`src/rtl/score_history_reader_pkg.sv`:
```
// Shared types and constants for the score history reader.
// Widths default to those of the game's register file.
package score_history_reader_pkg;

  localparam int DATA_W_DEF = 13;
  localparam int ADDR_W_DEF = 3;

  localparam logic [DATA_W_DEF-1:0] SCORE_MAX = '1;

  typedef enum logic [1:0] {
    IDLE = 2'd0,
    SCAN = 2'd1,
    SHOW = 2'd2
  } readerState;

endpackage

```
`src/rtl/dwell_tick_counter.sv`:
```
// Tick-enabled dwell counter for auto-advance in the score display.
// TermCount strobes on the enabled tick that completes DWELL ticks.
module dwell_tick_counter #(
  parameter int DWELL = 1000
) (
  input  logic Clock,
  input  logic CLRN,
  input  logic Clear,
  input  logic Enable,
  output logic TermCount
);

  localparam int CNT_W = (DWELL > 1) ? $clog2(DWELL) : 1;
  localparam logic [CNT_W-1:0] LAST = CNT_W'(DWELL - 1);

  logic [CNT_W-1:0] count;

  assign TermCount = Enable && (count == LAST);

  always_ff @(posedge Clock or negedge CLRN) begin
    if (!CLRN)
      count <= '0;
    else if (Clear)
      count <= '0;
    else if (Enable)
      count <= TermCount ? '0 : count + CNT_W'(1);
  end

endmodule

```
`src/rtl/score_history_reader.sv`:
```
// Read-only client of the score register file: scans slots 1..n for
// best/worst/sum, then pages stored scores out to the display path.
//
// state | meaning
// IDLE  | waiting for Start; statistics cleared or empty
// SCAN  | walking ReadQ over slots 1..n, accumulating
// SHOW  | statistics valid, ShowIndex paged by Step or dwell
module score_history_reader
  import score_history_reader_pkg::*;
#(
  parameter int DATA_W    = DATA_W_DEF,
  parameter int ADDR_W    = ADDR_W_DEF,
  parameter int NUM_SLOTS = 7,
  parameter int SUM_W     = 16,
  parameter int DWELL     = 1000
) (
  input  logic              Clock,
  input  logic              CLRN,
  input  logic              Start,
  input  logic              Step,
  input  logic              Tick,
  input  logic              AutoEn,
  input  logic [DATA_W-1:0] RunCount,
  input  logic [DATA_W-1:0] DataQ,
  output logic [ADDR_W-1:0] ReadQ,
  output logic              Busy,
  output logic              Done,
  output logic              Empty,
  output logic [DATA_W-1:0] BestScore,
  output logic [DATA_W-1:0] WorstScore,
  output logic [SUM_W-1:0]  ScoreSum,
  output logic [ADDR_W-1:0] ValidCount,
  output logic [ADDR_W-1:0] ShowIndex,
  output logic [DATA_W-1:0] ShowScore
);

  readerState state, stateNext;

  logic [ADDR_W-1:0] readQNext, countNext, showIdxNext, runN;
  logic [DATA_W-1:0] bestNext, worstNext, showScoreNext;
  logic [SUM_W-1:0]  sumNext;
  logic              busyNext, doneNext, emptyNext;
  logic              dwellClear, dwellEnable, dwellTc, advance;

  assign runN = (RunCount > DATA_W'(NUM_SLOTS)) ? ADDR_W'(NUM_SLOTS)
                                                : RunCount[ADDR_W-1:0];

  assign dwellEnable = (state == SHOW) && AutoEn && Tick;
  assign advance     = Step || dwellTc;

  dwell_tick_counter #(.DWELL(DWELL)) uDwell (
    .Clock     (Clock),
    .CLRN      (CLRN),
    .Clear     (dwellClear),
    .Enable    (dwellEnable),
    .TermCount (dwellTc)
  );

  always_comb begin
    stateNext     = state;
    readQNext     = ReadQ;
    busyNext      = Busy;
    doneNext      = Done;
    emptyNext     = Empty;
    bestNext      = BestScore;
    worstNext     = WorstScore;
    sumNext       = ScoreSum;
    countNext     = ValidCount;
    showIdxNext   = ShowIndex;
    showScoreNext = ShowScore;
    dwellClear    = 1'b0;

    case (state)
      SCAN: begin
        if (DataQ < BestScore)  bestNext  = DataQ;
        if (DataQ > WorstScore) worstNext = DataQ;
        sumNext = ScoreSum + SUM_W'(DataQ);
        if (ReadQ == ValidCount) begin
          busyNext    = 1'b0;
          doneNext    = 1'b1;
          showIdxNext = ADDR_W'(1);
          readQNext   = ADDR_W'(1);
          dwellClear  = 1'b1;
          stateNext   = SHOW;
        end else begin
          readQNext = ReadQ + ADDR_W'(1);
        end
      end
      default: begin
        if (state == SHOW) begin
          showScoreNext = DataQ;
          if (advance) begin
            showIdxNext = (ShowIndex >= ValidCount) ? ADDR_W'(1)
                                                    : ShowIndex + ADDR_W'(1);
            readQNext   = showIdxNext;
            dwellClear  = 1'b1;
          end
        end
        // Start overrides any display advance on the same edge.
        if (Start) begin
          busyNext  = (runN != '0);
          doneNext  = 1'b0;
          emptyNext = (runN == '0);
          bestNext  = SCORE_MAX;
          worstNext = '0;
          sumNext   = '0;
          countNext = runN;
          if (runN != '0) begin
            readQNext = ADDR_W'(1);
            stateNext = SCAN;
          end else begin
            stateNext = IDLE;
          end
        end
      end
    endcase
  end

  always_ff @(posedge Clock or negedge CLRN) begin
    if (!CLRN) begin
      state      <= IDLE;
      ReadQ      <= '0;
      Busy       <= 1'b0;
      Done       <= 1'b0;
      Empty      <= 1'b0;
      BestScore  <= SCORE_MAX;
      WorstScore <= '0;
      ScoreSum   <= '0;
      ValidCount <= '0;
      ShowIndex  <= '0;
      ShowScore  <= '0;
    end else begin
      state      <= stateNext;
      ReadQ      <= readQNext;
      Busy       <= busyNext;
      Done       <= doneNext;
      Empty      <= emptyNext;
      BestScore  <= bestNext;
      WorstScore <= worstNext;
      ScoreSum   <= sumNext;
      ValidCount <= countNext;
      ShowIndex  <= showIdxNext;
      ShowScore  <= showScoreNext;
    end
  end

endmodule

```
`config.mk`:
```
export PLATFORM = sky130hd
export DESIGN_NAME = score_history_reader
export DESIGN_NICKNAME = d
export VERILOG_FILES = /design/src/rtl/score_history_reader_pkg.sv /design/src/rtl/dwell_tick_counter.sv /design/src/rtl/score_history_reader.sv
export SDC_FILE = /design/constraint.sdc
export NUM_CORES = 1
export LEC_CHECK = 0
export CAP_MARGIN = 5
export CELL_PAD_IN_SITES_DETAIL_PLACEMENT = 1
export CELL_PAD_IN_SITES_GLOBAL_PLACEMENT = 2
export CORE_ASPECT_RATIO = 1.25
export CORE_MARGIN = 2
export CORE_UTILIZATION = 34
export DETAILED_ROUTE_END_ITERATION = 8
export MAX_ROUTING_LAYER = met4
export PLACE_DENSITY_LB_ADDON = 0.1
export SYNTH_ARGS = -nofsm -noshare
export SYNTH_HDL_FRONTEND = slang
export SYNTH_SLANG_ARGS = --single-unit
```
`constraint.sdc`:
```
create_clock -name Clock -period 3.4 [get_ports Clock]
set_input_delay 0.34 -clock Clock [delete_from_list [all_inputs] [get_ports Clock]]
set_output_delay 0.34 -clock Clock [all_outputs]
set_load 0.1 [all_outputs]
```
# [Yosys cells after proc, flatten, opt, wreduce, memory -nomap -nowiden]
# Cells that the tools add are included.
[word_totals] ff_bits=79 latch_bits=0 ram_bits=0 mem_bits_ro=0 inputBits=32 out_inout_bits=67 elab_cells=81 n_memories=0
[op_classes] n_addsub=4 multipliers=0 div=0 order_cmp=4 n_eq_ne=7 n_shift=0 n_mux=37 bitwise=1 n_reduce_logical=16
[op_table] operator="13-bit 2-to-1 mux" count=6
[op_table] operator="3-bit 2-to-1 mux" count=12
[op_table] operator="16-bit 2-to-1 mux" count=2
[op_table] operator="10-bit 2-to-1 mux" count=3
[op_table] operator="16-bit by 13-bit adder with 16-bit output" count=1
[op_table] operator="13-bit greater-than comparator" count=1
[op_table] operator="13-bit by 3-bit greater-than comparator with 1-bit output, second input constant" count=1
[op_table] operator="13-bit < comparator" count=1
[op_table] operator="1-bit 2-to-1 mux" count=11
[op_table] operator="10-bit by 1-bit adder with 10-bit output, second input constant" count=1
[op_table] operator="10-bit equality test, second input constant" count=1
[op_table] operator="2-bit AND reduction" count=5
[op_table] operator="2-bit nonzero test" count=4
[op_table] operator="3-bit by 1-bit adder with 3-bit output, second input constant" count=2
[op_table] operator="2-bit 2-to-1 mux" count=3
[op_table] operator="2-bit inequality test, second input constant" count=3
[op_table] operator="3-bit equality test" count=1
[op_table] operator="3-bit greater-or-equal comparator" count=1
[op_table] operator="1-bit logical AND" count=3
[op_table] operator="3-bit logical NOT" count=1
[op_table] operator="3-bit AND reduction" count=1
[op_table] operator="3-bit nonzero test" count=1
[op_table] operator="2-bit by 1-bit equality test with 1-bit output, second input constant" count=1
[op_table] operator="2-bit equality test, second input constant" count=1
[op_table] operator="2 further kinds" count=2

# [Logic depth before layout (Yosys ltp)]
[depth] depth_word=10 depth_mapped=9 ltp_nobuf=8

# [Modules after synthesis]
# A second synthesis with hierarchy kept.
[unflattened] hier_cells=467 area_unflattened_um2=4747.1
[by_module_without_submodules] mod="score_history_reader" n_inst=1 cells_per_inst=405 area_each_um2=4155.2 seq_area_each_um2=1692.9
[by_module_without_submodules] mod="dwell_tick_counter" n_inst=1 cells_per_inst=62 area_each_um2=591.8 seq_area_each_um2=250.2

# [Least setup slack after synthesis]
# No wires, ideal clock.
[synth_path] path_type="register -> register" startpoint="register WorstScore[12]" endpoint="register WorstScore[10]" setup_ns=0.125 arrival_ns=2.683 required_time_ns=3.275 slack_ns=0.592 path_stages_with_launch=8 n_path_buf=1 period_less_slack_ns=2.808 cell_sequence="dfrtp_1 -> inv_1 -> ha_1 -> nand4_1 -> or4_1 -> o311ai_2 -> buf_6 -> mux2_2"
[synth_via] elab_chain_cells=3
[synth_lines] element="start, declared" line="score_history_reader.sv:30" rtl="output logic [DATA_W-1:0] WorstScore,"
[synth_lines] element="start signal, assigned" line="score_history_reader.sv:139" rtl="WorstScore <= worstNext;"
[synth_lines] element="13-bit greater-than comparator" line="score_history_reader.sv:76" rtl="if (DataQ > WorstScore) worstNext = DataQ;"
[synth_lines] element="2-bit inequality test (no line)"
[synth_lines] element="2-bit AND reduction (no line)"
# Every way passes these cells.
# A chain may end at the register's enable or synchronous reset.

# [Worst setup path in the final report]
[layout_path] startpoint="input port DataQ[0]" endpoint="register ScoreSum[10]"
[layout_via] elab_chain_cells=2
[layout_lines] element="start, declared" line="score_history_reader.sv:24" rtl="input logic [DATA_W-1:0] DataQ,"
[layout_lines] element="16-bit by 13-bit adder with 16-bit output" line="score_history_reader.sv:77" rtl="sumNext = ScoreSum + SUM_W'(DataQ);"
[layout_lines] element="16-bit 2-to-1 mux" line="score_history_reader.sv:73" rtl="case (state)"
[layout_lines] element="end signal, assigned" line="score_history_reader.sv:140" rtl="ScoreSum <= sumNext;"
[layout_lines] element="end, declared" line="score_history_reader.sv:31" rtl="output logic [SUM_W-1:0] ScoreSum,"
# Every way passes these cells.

==> impl_metrics.yaml <==
run_status:
  outcome: "completed"
synthesis:
  syn_area_um2: 4660
  syn_avg_cell_area_um2: 9.88
  async_reset_ff_frac: 1.00
  synth_ff_type: "dfrtp_1"
  yosysSeqAreaShare: 0.417
  synth_cells: 471
  ys_ff_latch: 77
  yosysTopAreaCellShare: 0.344
  yosys.area.top_type: "dfrtp_1"
  synth_cell_types: 59
  synth_nets: 551
  synth_edf_count: 0
  yosys_warnings: 0
  synth_area_leaders: "dfrtp_1 34%, ha_1 13%, dfstp_2 7.3%, mux2_2 6.0%, a21oi_1 3.3%"
die:
  dieWidth_um: 109
  ios: 99
  die_area_um2: 14700
  dieHeight_um: 135
  rows: 47
  coreArea_um2: 13300
  start_util: 0.350
clocking:
  clock-sinks: 77
  clk_path_buf_depth: 2
  cts_resized: 0
  hold_buffers: 0
  h-tree-depth: 3
  cts_tree: "built"
  cts_made_buffers: 9
  clock_latency_ns: 0.34
  root_buffer: "clkbuf_16"
  post_cts_buffers: 0
  clk_pin_slew_ns: 0.07
drt:
  drc_errors: 0
  first_iter_violations: 128
  via_per_inst: 5.25
  routed_wl_um: 13800
  via_count: 3956
  dr.pass1.iters: 4
  drtAntennaViolNets: 0
  routedWlPerCell_um: 18.3
final_layout:
  fin_area_um2: 6180
  drive_above_1_share: 0.125
  ff_latch_area_um2: 1940
  synthToLayoutAreaGrowth_pct: 32.7
  nNetsFinal: 657
  final_cell_mix: "96 x clkdlybuf4s50_1, 64 x dfrtp_1, 47 x ha_1"
  n_antenna_cell: 0
  layout_commonest_cell: "clkdlybuf4s50_1"
  fillers: 1535
  multi_input_area_um2: 2520
timing:
  setup_tns_ns: 0
  drv_slew: 0
  max_freq_ghz: 0.380
  clock_skew_ns: 0.00732
  fin_crit_sh: 0.774
  slew-limit-headroom: 0.322
  post-route-min-period_ns: 2.63
  final_hold_viol_count: 0
  rsz0062_at_grt: "no"
  worst_pin_slew_ns: 1.01
  setup_viol: 0
worst_setup_path:
  critPathKind: "in2reg"
  arrival_ns: 2.83
  critPathLaunchType: "input pin"
  cp_max_fo: 3
  endpoint_kind: "register"
  cp_data_required_time_ns: 3.60
  crit_start: "DataQ[0]"
  r2r_start: "ScoreSum[0]"
grt:
  grt_pass1_vias: 4309
  grt_max_degree: 73
  grt_overflow_total: 0
  grt_antenna_before_repair: 0
  grt_pass1_wl_um: 22500
  grt_use_total: 0.206
place:
  io_buffers: 98
  gp_congestion: 0.804
  hpwl_um: 10200
  dpl_cell_area_um2: 5860
run:
  drv_cap: 0
hold_path:
  hold_path.class: "in2async"
[worst max-delay path, cell delays in order]
cell	delay, ns
clkdlybuf4s50_1	0.48
ha_1	0.27
fa_1	0.40
a21oi_1	0.23
o21ai_0	0.21
a2111o_1	0.45
a31oi_1	0.21
xor2_1	0.16
o21ai_0	0.09
[state kept, by name, summed over array words and instances (netlist names)]
| name | cells |
|---|---|
| WorstScore | 13 |
| ScoreSum | 16 |
| Empty | 1 |
| state | 1 |
| ShowScore | 13 |
| uDwell.count | 10 |
| ShowIndex | 3 |
| ValidCount | 3 |
| BestScore | 13 |
| Done | 1 |
| ReadQ | 3 |
[per-stage QoR]
stage	utilization	instances	setup WS, ns	hold WS [ns]
finish	0.465	753	0.767	0.139
global route	0.465	753	0.610	0.230
CTS	0.465	753	0.775	0.198
detailed placement	0.441	737	0.443	0.498
global placement	0.441	737	0.489	0.490
floorplan	-	471	0.592	0.0444
[final timing paths]
path	to	slack (ns)	depth (start not counted)
setup / recovery	ScoreSum[10]	0.77	9
hold / removal	uDwell.count[5]	0.14	1
setup reg to reg	ScoreSum[10]	0.90	8
hold reg to reg	ShowScore[9]	0.51	1
max in group asynchronous	uDwell.count[2]	2.61	2
min in group Clock	ShowScore[9]	0.51	1
[area by class of cell]
type | count | area share
repair buffers | 107 | 0.169
clock inverters | 5 | 0.0138
multi-input cells | 346 | 0.408
flip-flops and latches | 77 | 0.315
clock buffers | 11 | 0.0377
inverters | 36 | 0.0219
well taps | 171 | 0.0346
[routing by layer]
metal  wire length, µm  global-route usage  share of wire
met3               479              0.0285          0.035
met2              7140               0.357           0.52
met5                 0                   -              0
met1              6000               0.249           0.43
met4               183              0.0577          0.013
[kinds of logic (layout without fill, tap and decap cells)]
logic type	after synthesis	after routing	synth area share
AND/OR/NAND/NOR	134	134	0.138
AO/OA/AOI/OAI	122	122	0.180
flip-flops	77	77	0.417
adder cells (fa/ha/maj)	48	48	0.131
buffers and inverters	48	159	0.0408
multiplexers	27	27	0.0648
XOR/XNOR	15	15	0.0282
[synth_stat cells (10+ instances only)]
library cell,number
a21oi_1,31
dfrtp_1,64
dfstp_2,13
ha_1,47
inv_1,36
mux2_2,25
nand2_1,37
nand3_1,14
nand4_1,10
nor2_1,37
o21ai_0,26
o22a_1,14
Power is left out: the tool's default activity adds up to more than one toggle a clock period on the data nets, which glitch-free logic cannot reach.
